File: src/rtl/udp_tx_arb.sv
// Round-robin arbiter over NUM_CH payload channels. Prepends an 8-byte UDP header
// to the granted channel's payload and streams the frame out with valid/ready.
module udp_tx_arb #(
   parameter int NUM_CH  = 4,
   parameter int MAX_LEN = 1472
) (
   input  logic                  clock,
   input  logic                  reset,
   input  logic [15:0]           local_port,
   input  logic [15:0]           destination_port,
   input  logic [NUM_CH-1:0]     ch_req,
   input  logic [16*NUM_CH-1:0]  ch_len,
   input  logic [8*NUM_CH-1:0]   ch_port_id,
   input  logic [8*NUM_CH-1:0]   ch_data,
   output logic [NUM_CH-1:0]     ch_grant,
   output logic [NUM_CH-1:0]     ch_rd,
   output logic                  len_err,
   output logic [7:0]            out_data,
   output logic                  out_valid,
   input  logic                  out_ready,
   output logic                  out_sop,
   output logic                  out_eop,
   output logic [15:0]           length_out,
   output logic                  active
);
   localparam int PTR_W = (NUM_CH > 1) ? $clog2(NUM_CH) : 1;
   localparam logic [16:0] MAX_LEN_L = 17'(MAX_LEN);

   typedef enum logic [1:0] {IDLE, HDR, PAY} state_t;

   logic [15:0] len_arr  [NUM_CH];
   logic [7:0]  pid_arr  [NUM_CH];
   logic [7:0]  data_arr [NUM_CH];

   genvar gi;
   generate
      for (gi = 0; gi < NUM_CH; gi++) begin : g_unpack
         assign len_arr[gi]  = ch_len[16*gi +: 16];
         assign pid_arr[gi]  = ch_port_id[8*gi +: 8];
         assign data_arr[gi] = ch_data[8*gi +: 8];
      end
   endgenerate

   state_t             state_reg;
   logic [PTR_W-1:0]   rr_ptr_reg;
   logic [PTR_W-1:0]   sel_reg;
   logic [15:0]        src_reg;
   logic [15:0]        dst_reg;
   logic [15:0]        len_reg;
   logic [15:0]        count_reg;
   logic [15:0]        length_reg;
   logic [2:0]         hdr_idx_reg;
   logic [7:0]         hdr_byte_reg;
   logic [NUM_CH-1:0]  ch_grant_reg;
   logic               len_err_reg;
   logic               out_valid_reg;
   logic               out_sop_reg;
   logic               out_eop_reg;
   logic               active_reg;

   // Arbitration: lowest requester at or above the pointer wins, else lowest overall.
   logic [PTR_W-1:0]   pick_hi;
   logic [PTR_W-1:0]   pick_any;
   logic [PTR_W-1:0]   pick;
   logic [PTR_W-1:0]   next_ptr;
   logic               hit_hi;
   logic               req_hit;
   logic [NUM_CH-1:0]  grant_onehot;
   logic [15:0]        pick_len;
   logic [15:0]        pick_src;

   always_comb begin
      pick_hi  = '0;
      pick_any = '0;
      hit_hi   = 1'b0;
      for (int i = NUM_CH - 1; i >= 0; i--) begin
         if (ch_req[i]) begin
            pick_any = PTR_W'(i);
            if (i >= int'(rr_ptr_reg)) begin
               pick_hi = PTR_W'(i);
               hit_hi  = 1'b1;
            end
         end
      end
   end

   assign req_hit  = |ch_req;
   assign pick     = hit_hi ? pick_hi : pick_any;
   assign next_ptr = (int'(pick) == NUM_CH - 1) ? '0 : pick + 1'b1;
   assign pick_len = len_arr[pick];
   assign pick_src = local_port + {8'h00, pid_arr[pick]};

   generate
      for (gi = 0; gi < NUM_CH; gi++) begin : g_onehot
         assign grant_onehot[gi] = (pick == PTR_W'(gi));
         assign ch_rd[gi]        = (state_reg == PAY) && out_ready && (sel_reg == PTR_W'(gi));
      end
   endgenerate

   function automatic logic [7:0] hdr_byte(input logic [2:0]  idx,
                                           input logic [15:0] src,
                                           input logic [15:0] dst,
                                           input logic [15:0] ulen);
      case (idx)
         3'd0:    hdr_byte = src[15:8];
         3'd1:    hdr_byte = src[7:0];
         3'd2:    hdr_byte = dst[15:8];
         3'd3:    hdr_byte = dst[7:0];
         3'd4:    hdr_byte = ulen[15:8];
         3'd5:    hdr_byte = ulen[7:0];
         default: hdr_byte = 8'h00;
      endcase
   endfunction

   logic xfer;
   assign xfer = out_valid_reg & out_ready;

   always_ff @(posedge clock) begin
      if (!reset) begin
         state_reg     <= IDLE;
         rr_ptr_reg    <= '0;
         sel_reg       <= '0;
         src_reg       <= '0;
         dst_reg       <= '0;
         len_reg       <= '0;
         count_reg     <= '0;
         length_reg    <= '0;
         hdr_idx_reg   <= '0;
         hdr_byte_reg  <= '0;
         ch_grant_reg  <= '0;
         len_err_reg   <= 1'b0;
         out_valid_reg <= 1'b0;
         out_sop_reg   <= 1'b0;
         out_eop_reg   <= 1'b0;
         active_reg    <= 1'b0;
      end else begin
         ch_grant_reg <= '0;
         len_err_reg  <= 1'b0;
         case (state_reg)
            IDLE: begin
               if (req_hit) begin
                  ch_grant_reg <= grant_onehot;
                  rr_ptr_reg   <= next_ptr;
                  sel_reg      <= pick;
                  if ({1'b0, pick_len} > MAX_LEN_L) begin
                     len_err_reg <= 1'b1;
                  end else begin
                     state_reg     <= HDR;
                     src_reg       <= pick_src;
                     dst_reg       <= destination_port;
                     len_reg       <= pick_len;
                     length_reg    <= pick_len + 16'd8;
                     hdr_idx_reg   <= 3'd0;
                     hdr_byte_reg  <= pick_src[15:8];
                     out_valid_reg <= 1'b1;
                     out_sop_reg   <= 1'b1;
                     out_eop_reg   <= 1'b0;
                     active_reg    <= 1'b1;
                  end
               end
            end
            HDR: begin
               if (xfer) begin
                  out_sop_reg <= 1'b0;
                  hdr_idx_reg <= hdr_idx_reg + 3'd1;
                  if (hdr_idx_reg == 3'd7) begin
                     hdr_byte_reg <= 8'h00;
                     if (len_reg == 16'd0) begin
                        state_reg     <= IDLE;
                        out_valid_reg <= 1'b0;
                        out_eop_reg   <= 1'b0;
                        active_reg    <= 1'b0;
                     end else begin
                        state_reg   <= PAY;
                        count_reg   <= len_reg;
                        out_eop_reg <= (len_reg == 16'd1);
                     end
                  end else begin
                     hdr_byte_reg <= hdr_byte(hdr_idx_reg + 3'd1, src_reg, dst_reg, length_reg);
                     // Zero-length frames end on the last header byte.
                     out_eop_reg  <= (hdr_idx_reg == 3'd6) && (len_reg == 16'd0);
                  end
               end
            end
            PAY: begin
               if (xfer) begin
                  count_reg <= count_reg - 16'd1;
                  if (count_reg == 16'd1) begin
                     state_reg     <= IDLE;
                     out_valid_reg <= 1'b0;
                     out_eop_reg   <= 1'b0;
                     active_reg    <= 1'b0;
                  end else begin
                     out_eop_reg <= (count_reg == 16'd2);
                  end
               end
            end
            default: state_reg <= IDLE;
         endcase
      end
   end

   assign out_data   = (state_reg == PAY) ? data_arr[sel_reg] : hdr_byte_reg;
   assign out_valid  = out_valid_reg;
   assign out_sop    = out_sop_reg;
   assign out_eop    = out_eop_reg;
   assign active     = active_reg;
   assign ch_grant   = ch_grant_reg;
   assign len_err    = len_err_reg;
   assign length_out = length_reg;

endmodule

File: config.mk
export PLATFORM = sky130hd
export DESIGN_NAME = udp_tx_arb
export DESIGN_NICKNAME = d
export VERILOG_FILES = /design/src/rtl/udp_tx_arb.sv
export SDC_FILE = /design/constraint.sdc
export NUM_CORES = 1
export LEC_CHECK = 0
export ABC_CLOCK_PERIOD_IN_PS = 5400
export CORE_MARGIN = 1
export CORE_UTILIZATION = 43
export DETAILED_ROUTE_END_ITERATION = 7
export GPL_ROUTABILITY_DRIVEN = 0
export PLACE_DENSITY = 0.82
export SLEW_MARGIN = 25
export SYNTH_ARGS = -nofsm -noshare
export SYNTH_HDL_FRONTEND = slang
export SYNTH_SLANG_ARGS = --single-unit
File: constraint.sdc
create_clock -name clock -period 5.4 [get_ports clock]
set_input_delay 1.08 -clock clock [delete_from_list [all_inputs] [get_ports clock]]
set_output_delay 1.08 -clock clock [all_outputs]
set_load 0.05 [all_outputs]
==> results of run 1 <==
cells in the final DEF, fill, tap and decap left out, drive strengths merged, types with 25 or more instances in the layout:
cell type,instances
clkdlybuf4s50,203
nand2,139
ha,27
a21oi,63
a211oi,29
dfxtp,102
nor2,59
o21ai,25
mux2i,30
critical path, cell delays in order:
cell,delay [ps]
clkdlybuf4s50_1,460
and2_4,190
and2_0,140
or3_1,530
inv_4,200
nand3_1,80
and2_1,170
ha_1,270
a21o_1,160
a21oi_1,250
o21ai_0,120
a31o_2,260
a21oi_1,290
nor3_1,120
xor2_1,260
a22oi_1,140
or4_1,440
o21ai_0,80
stage by stage:
| stage | area (µm²) | total power (W) | worst slack (ps) | util (%) | cells |
|---|---|---|---|---|---|
| after global placement | 8500 | 0.00300 | 268 | 58.7 | 1136 |
| final | 8790 | 0.00368 | 410 | 60.7 | 1151 |
| after global routing | 8790 | 0.00392 | 16.0 | 60.7 | 1151 |
| after CTS | 8790 | 0.00368 | 434 | 60.7 | 1151 |
| after detailed placement | 8500 | 0.00304 | 93.6 | 58.7 | 1136 |
| after floorplan | 6370 | 0.00244 | 307 | - | 792 |
kinds of logic after synthesis:
| logic type | synth area share (%) |
|---|---|
| AO/OA/AOI/OAI | 22.2 |
| XOR/XNOR | 2.61 |
| multiplexers | 9.66 |
| adder cells (fa/ha/maj) | 5.61 |
| flip-flops | 32.0 |
| AND/OR/NAND/NOR | 22.0 |
| buffers and inverters | 5.87 |
worst paths after layout:
path                                                  from                            to  cells past startpoint
worst max register to register  rr_ptr_reg[1]$_SDFFE_PN0P_  hdr_byte_reg[5]$_SDFFE_PN0P_                     17
worst min-delay path               src_reg[5]$_SDFFE_PN0P_       src_reg[5]$_SDFFE_PN0P_                      2
worst min register to register     src_reg[5]$_SDFFE_PN0P_       src_reg[5]$_SDFFE_PN0P_                      2
worst max-delay path                             ch_req[0]  hdr_byte_reg[5]$_SDFFE_PN0P_                     18
cell type report:
type / instances / share of cell area [%]
clock buffer: 11 / 2.76
sequential: 102 / 23.2
tap: 184 / 2.62
timing repair buffer: 222 / 24.9
multi-input combinational: 608 / 45.1
clock inverter: 4 / 0.541
inverter: 20 / 0.882
layer usage:
layer | share of wire, % | vias to the layer above | GRT usage [%]
met5 | 0 | - | 0
met4 | 4.5 | 0 | 13.3
met3 | 7.6 | 50 | 5.17
met2 | 49 | 281 | 44.5
met1 | 39 | 3030 | 31.9
li1 | - | 3199 | -
power breakdown:
group	internal, W	switching [W]	total, W
sequential	0.000915	0.000171	0.00109
combinational	0.000832	0.00112	0.00195
clock	0.000368	0.000280	0.000648
repair_timing:
| action | CTS | global route |
|---|---|---|
| gates resized for setup | 0 | 1 |
| buffers inserted | 0 | 0 |
| endpoints found under the setup margin | 0 | 1 |
| hold buffers | 0 | 0 |
==> summary.md, run 1 <==
| Metric | Value |
|---|---|
| Core Rows | `44` |
| Crit path arrival time | `5270 ps` |
| Drt initial violations | `~580` |
| Max-slew violations | `0` |
| Vias/cell | `about 5.7` |
| Root Driver | `clkbuf_16` |
| Die height | `roughly 120 µm` |
| Startpoint types | `primary input` |
| Most area-consuming cells after synthesis | `dfxtp_1 (32%), nand2_1 (8.1%), ha_1 (5.3%)` |
| Synth Instances | `792` |
| Setup Crit Path Kind | `primary input to register` |
| Clk slew on worst S/H paths | `around 70 ps` |
| Clk buf depth | `2` |
| Layout cells sized above 1 | `about 7.7%` |
| Fraction of registers with async set/reset | `0%` |
| Die Width | `roughly 120 µm` |
| Fillers | `approximately 1.3k` |
| Final TNS setup | `0 ps` |
| Area growth, synth to finish | `38.0%` |
| Status | `completed` |
| # setup viols final | `0` |
| Multi-input gate area | `approximately 4000 µm²` |
| Num CTS Buffers | `9` |
| Core area | `~14000 µm²` |
| Antenna violations before repair | `0` |
| Clock tree sinks | `102` |
| DR DRC count | `0` |
| First-pass GRT wire length | `about 31000 µm` |
| Crit. End Element | `register` |
| Initial Util | `roughly 44%` |
| Leakage | `~3.3 nW` |
| Seq/Total Area, Yosys | `roughly a third` |
| R2r setup slk | `around 1200 ps` |
| Worst skew pair latency | `approximately 340 ps` |
| Post-synth top area share | `between 30% and 40%` |
| Worst hold path class | `register to register` |
| Synth unique cells | `67` |
| Synth Register Bits | `~100` |
| Worst-margin pin slew | `between 900 and 1000 ps` |
| Most common library cells after synthesis | `nand2_1 (138), dfxtp_1 (102), a21oi_1 (63)` |
| Final worst path period need | `roughly 5000 ps` |
| Max-slew headroom | `36.8%` |
| Mapped Area | `6370 µm²` |
| VDD IR max | `between 200 and 250 µV` |
| Most area-hungry cell type in the Yosys netlist | `dfxtp_1` |
| Vias in the first global route | `6205` |
| Hold Slack | `around 460 ps` |
| Setup Skew | `about 7.2 ps` |
| Total Wirelength | `between 15000 and 20000 µm` |
| Dominant synthesized flop cell | `dfxtp_1` |
| First-pass iteration count of the detailed router | `5` |
| Required @ worst endpoint | `5680 ps` |
| Tcrit/Tclk final | `between 90% and 100%` |
| NumNets Final | `approximately 1.2k` |
| Ports | `around 200` |
| Vias after detailed routing | `6560` |
| Diodes inserted | `0` |
| Mapped Avg Cell Area | `8.05 µm²` |
| TritonCTS clock tree | `yes` |
| Most common cell in the synthesized netlist | `nand2_1` |
| Yosys warning count | `0` |
| Maximum number of pins on one net before global-route repair | `between 50 and 60` |
| RSZ-0062 raised after global routing | `false` |
| Final HPWL DP | `around 15000 µm` |
| Power per standard cell area | `between 400 and 500 nW/µm²` |
| GRT Total Usage | `26.4%` |
| Number of flops mapped to enable cells by yosys | `0` |
| Grt total ovfl | `0` |
| Net Count, Synth | `just under 1k` |
| Port Buf Inserts | `203` |
| Max-cap check violation count | `0` |
| Die area | `approximately 15000 µm²` |
| Crit path max fanout | `12` |
| ANT nets after route | `0` |
| Hold Vio Cnt, Final | `0` |
| Achievable Freq | `0.200 GHz` |
| Wire per inst | `about 17 µm` |
| Storage cell area | `just over 2000 µm²` |
| H-tree depth | `3` |
Power figures use the tool's default switching activity.
==> run 2: changes to the inputs <==
--- a/config.mk
+++ b/config.mk
@@ -5,7 +5,6 @@
 export SDC_FILE = /design/constraint.sdc
 export NUM_CORES = 1
 export LEC_CHECK = 0
-export ABC_CLOCK_PERIOD_IN_PS = 5400
 export CORE_MARGIN = 1
 export CORE_UTILIZATION = 43
 export DETAILED_ROUTE_END_ITERATION = 7
==> results of run 2 <==
Final layout, timing and power as in run 1 (identical DEF).
==> run 3: changes to the inputs <==
--- a/config.mk
+++ b/config.mk
@@ -5,6 +5,7 @@
 export SDC_FILE = /design/constraint.sdc
 export NUM_CORES = 1
 export LEC_CHECK = 0
+export CORE_ASPECT_RATIO = 1.4
 export CORE_MARGIN = 1
 export CORE_UTILIZATION = 43
 export DETAILED_ROUTE_END_ITERATION = 7
==> run 3 against run 2 <==
  * Critical path depth grew 1
  * Sequential cell count unchanged
  * Worst setup slack improved by 80 ps
  * Sequential power about the same
  * Routed wire length about the same
  * Non-clock buffer count shrank 3
  * Register-to-register slack improved by 40 ps
  * Critical endpoint is now hdr_byte_reg[6]$_SDFFE_PN0P_
  * Largest cell class unchanged
  * Highest routed layer unchanged
==> summary.md, run 3 (synthesis results as in run 1) <==
| Metric | Value |
|---|---|
| Clock tree sinks | `102 (unchanged)` |
| Clk buf depth | `2 (unchanged)` |
| DR DRC count | `0 (unchanged)` |
| CP Cell Sequence | `clkdlybuf4s50_1 -> and2_4 -> and2_0 -> or3_1 -> and3_1 -> a31oi_1 -> ha_1 -> inv_1 -> fa_1 -> nor2b_1 -> o21ai_0 -> a21boi_0 -> o21ai_0 -> a211oi_1 -> nor2b_1 -> xnor2_1 -> nor2_1 -> o21ai_0 -> mux2i_1 (was clkdlybuf4s50_1 -> and2_4 -> and2_0 -> or3_1 -> inv_4 -> nand3_1 -> and2_1 -> ha_1 -> a21o_1 -> a21oi_1 -> o21ai_0 -> a31o_2 -> a21oi_1 -> nor3_1 -> xor2_1 -> a22oi_1 -> or4_1 -> o21ai_0)` |
| Num CTS Buffers | `9 (unchanged)` |
| Final worst path period need | `4910 ps (was 4990 ps)` |
| Startpoint types | `primary input (unchanged)` |
| Max-cap check violation count | `0 (unchanged)` |
| Worst skew pair latency | `350 ps (was 340 ps)` |
| NumNets Final | `1155 (was 1158)` |
| Tcrit/Tclk final | `90.9% (was 92.4%)` |
| Vias after detailed routing | `6581 (was 6560)` |
| Placed Cells | `1138 (was 1136)` |
| Power per standard cell area | `421 nW/µm² (was 419 nW/µm²)` |
| Multi-input gate area | `3960 µm² (was 3970 µm²)` |
| Achievable Freq | `0.204 GHz (was 0.200 GHz)` |
| RSZ-0062 raised after global routing | `false (unchanged)` |
| Initial Util | `44.1% (was 44.0%)` |
| Storage cell area | `2040 µm² (unchanged)` |
| Final HPWL DP | `15300 µm (was 15400 µm)` |
| Hold Slack | `459 ps (was 455 ps)` |
| Crit path max fanout | `9 (was 12)` |
| Worst hold path class | `register to register (unchanged)` |
| Setup Fix Bufs, Post-CTS | `0 (unchanged)` |
| Layout cells sized above 1 | `7.36% (was 7.65%)` |
| First-pass GRT wire length | `31300 µm (was 31100 µm)` |
| Most frequent cells in the layout | `clkdlybuf4s50_1 (203), nand2_1 (138), dfxtp_1 (102), a21oi_1 (63), nor2_1 (59) (was clkdlybuf4s50_1 (203), nand2_1 (138), dfxtp_1 (102), a21oi_1 (62), nor2_1 (59))` |
| Required @ worst endpoint | `5600 ps (was 5680 ps)` |
| Die height | `146 µm (was 124 µm)` |
| Total Wirelength | `19700 µm (about the same)` |
| Worst-margin pin slew | `866 ps (was 948 ps)` |
| CP max stage cell | `or3_1 (unchanged)` |
| Die area | `15300 µm² (about the same)` |
| Port Buf Inserts | `203 (unchanged)` |
| Root Driver | `clkbuf_16 (unchanged)` |
| Crit. End Element | `register (unchanged)` |
| Vias/cell | `5.70 (about the same)` |
| Fillers | `1286 (was 1278)` |
| Hold Vio Cnt, Final | `0 (unchanged)` |
| Grt total ovfl | `0 (unchanged)` |
| CP Launch Point | `ch_req[0] (unchanged)` |
| Worst Path Buf+Inv | `2 (unchanged)` |
| Antenna violations before repair | `0 (unchanged)` |
| Non-Filler Instances | `1154 (was 1151)` |
| Hold Path Origin | `src_reg[6]$_SDFFE_PN0P_ (was src_reg[5]$_SDFFE_PN0P_)` |
| GRT Total Usage | `25.7% (was 26.4%)` |
| Wire per inst | `17.1 µm (about the same)` |
| Max-slew headroom | `41.8% (was 36.8%)` |
| CP max stage delay | `520 ps (was 530 ps)` |
| Post-CTS sizing | `0 (unchanged)` |
| Diodes inserted | `0 (unchanged)` |
| # setup viols final | `0 (unchanged)` |
| Setup Skew | `9.55 ps (was 7.15 ps)` |
| Hold Buf Count CTS | `0 (unchanged)` |
| ANT nets after route | `0 (unchanged)` |
| Crit path arrival time | `5110 ps (was 5270 ps)` |
| Maximum number of pins on one net before global-route repair | `59 (unchanged)` |
| Ports | `204 (unchanged)` |
| VDD IR max | `239 µV (was 250 µV)` |
| TritonCTS clock tree | `yes (unchanged)` |
| Core Rows | `52 (was 44)` |
| Core area | `14400 µm² (was 14500 µm²)` |
| Final TNS setup | `0 ps (unchanged)` |
| Setup Crit Path Kind | `primary input to register (unchanged)` |
| Die Width | `105 µm (was 124 µm)` |
| Clk slew on worst S/H paths | `70 ps (about the same)` |
| Status | `completed (unchanged)` |
| Crit path max-delay family | `simple AND/OR/NAND/NOR gates (unchanged)` |
| Max-slew violations | `0 (unchanged)` |
| Most common cell after layout, fill and taps aside | `clkdlybuf4s50_1 (unchanged)` |
| Leakage | `3.31 nW (was 3.32 nW)` |
| Area growth, synth to finish | `37.8% (was 38.0%)` |
| H-tree depth | `3 (unchanged)` |
| Vias in the first global route | `6350 (was 6205)` |
| Drt initial violations | `342 (was 579)` |
| Critical Path Most Common Cell | `o21ai_0` |
| Worst R2R Start | `rr_ptr_reg[1]$_SDFFE_PN0P_ (unchanged)` |
| First-pass iteration count of the detailed router | `5 (unchanged)` |
[run 3: worst min-delay path, delay by kind of cell, from the launching register on]
family          cells  cell delay, ps
flops               1             320
simple gates        1              50
compound gates      1              50
[run 3: final timing paths]
check	end	slack [ps]	depth (start not counted)
max	hdr_byte_reg[6]$_SDFFE_PN0P_	490	19
min	src_reg[6]$_SDFFE_PN0P_	460	2
max reg2reg	hdr_byte_reg[6]$_SDFFE_PN0P_	1280	18
min reg2reg	src_reg[6]$_SDFFE_PN0P_	460	2
[run 3: area by class of cell]
cell class | instances | area share (%)
flip-flops and latches | 102 | 23.2
well taps | 189 | 2.69
multi-input cells | 608 | 45.1
clock inverters | 7 | 0.883
inverters | 20 | 0.883
clock buffers | 9 | 2.56
repair buffers | 219 | 24.6
[run 3: where the power goes]
part	internal, W	switching [W]	total (W)
Sequential	0.000915	0.000169	0.00108
Clock	0.000365	0.000301	0.000665
Combinational	0.000820	0.00113	0.00195
Total	0.00210	0.00159	0.00369
[run 3: per-layer routing]
metal | vias to the layer above | GRT usage [%] | part of all wire, %
met4 | 0 | 12.5 | 4.4
met1 | 3096 | 27.9 | 38
met3 | 52 | 5.27 | 5.5
met2 | 243 | 47.0 | 52
li1 | 3190 | - | -
met5 | - | 0 | 0
[run 3: through the flow]
step | area [µm²] | setup WS, ps | util (%) | power, W
floorplan | 6370 | 307 | - | 0.00244
global placement | 8480 | 229 | 58.7 | 0.00300
detailed placement | 8480 | 110 | 58.7 | 0.00303
CTS | 8780 | 479 | 60.8 | 0.00370
global route | 8780 | 38.1 | 60.8 | 0.00392
finish | 8780 | 491 | 60.8 | 0.00369
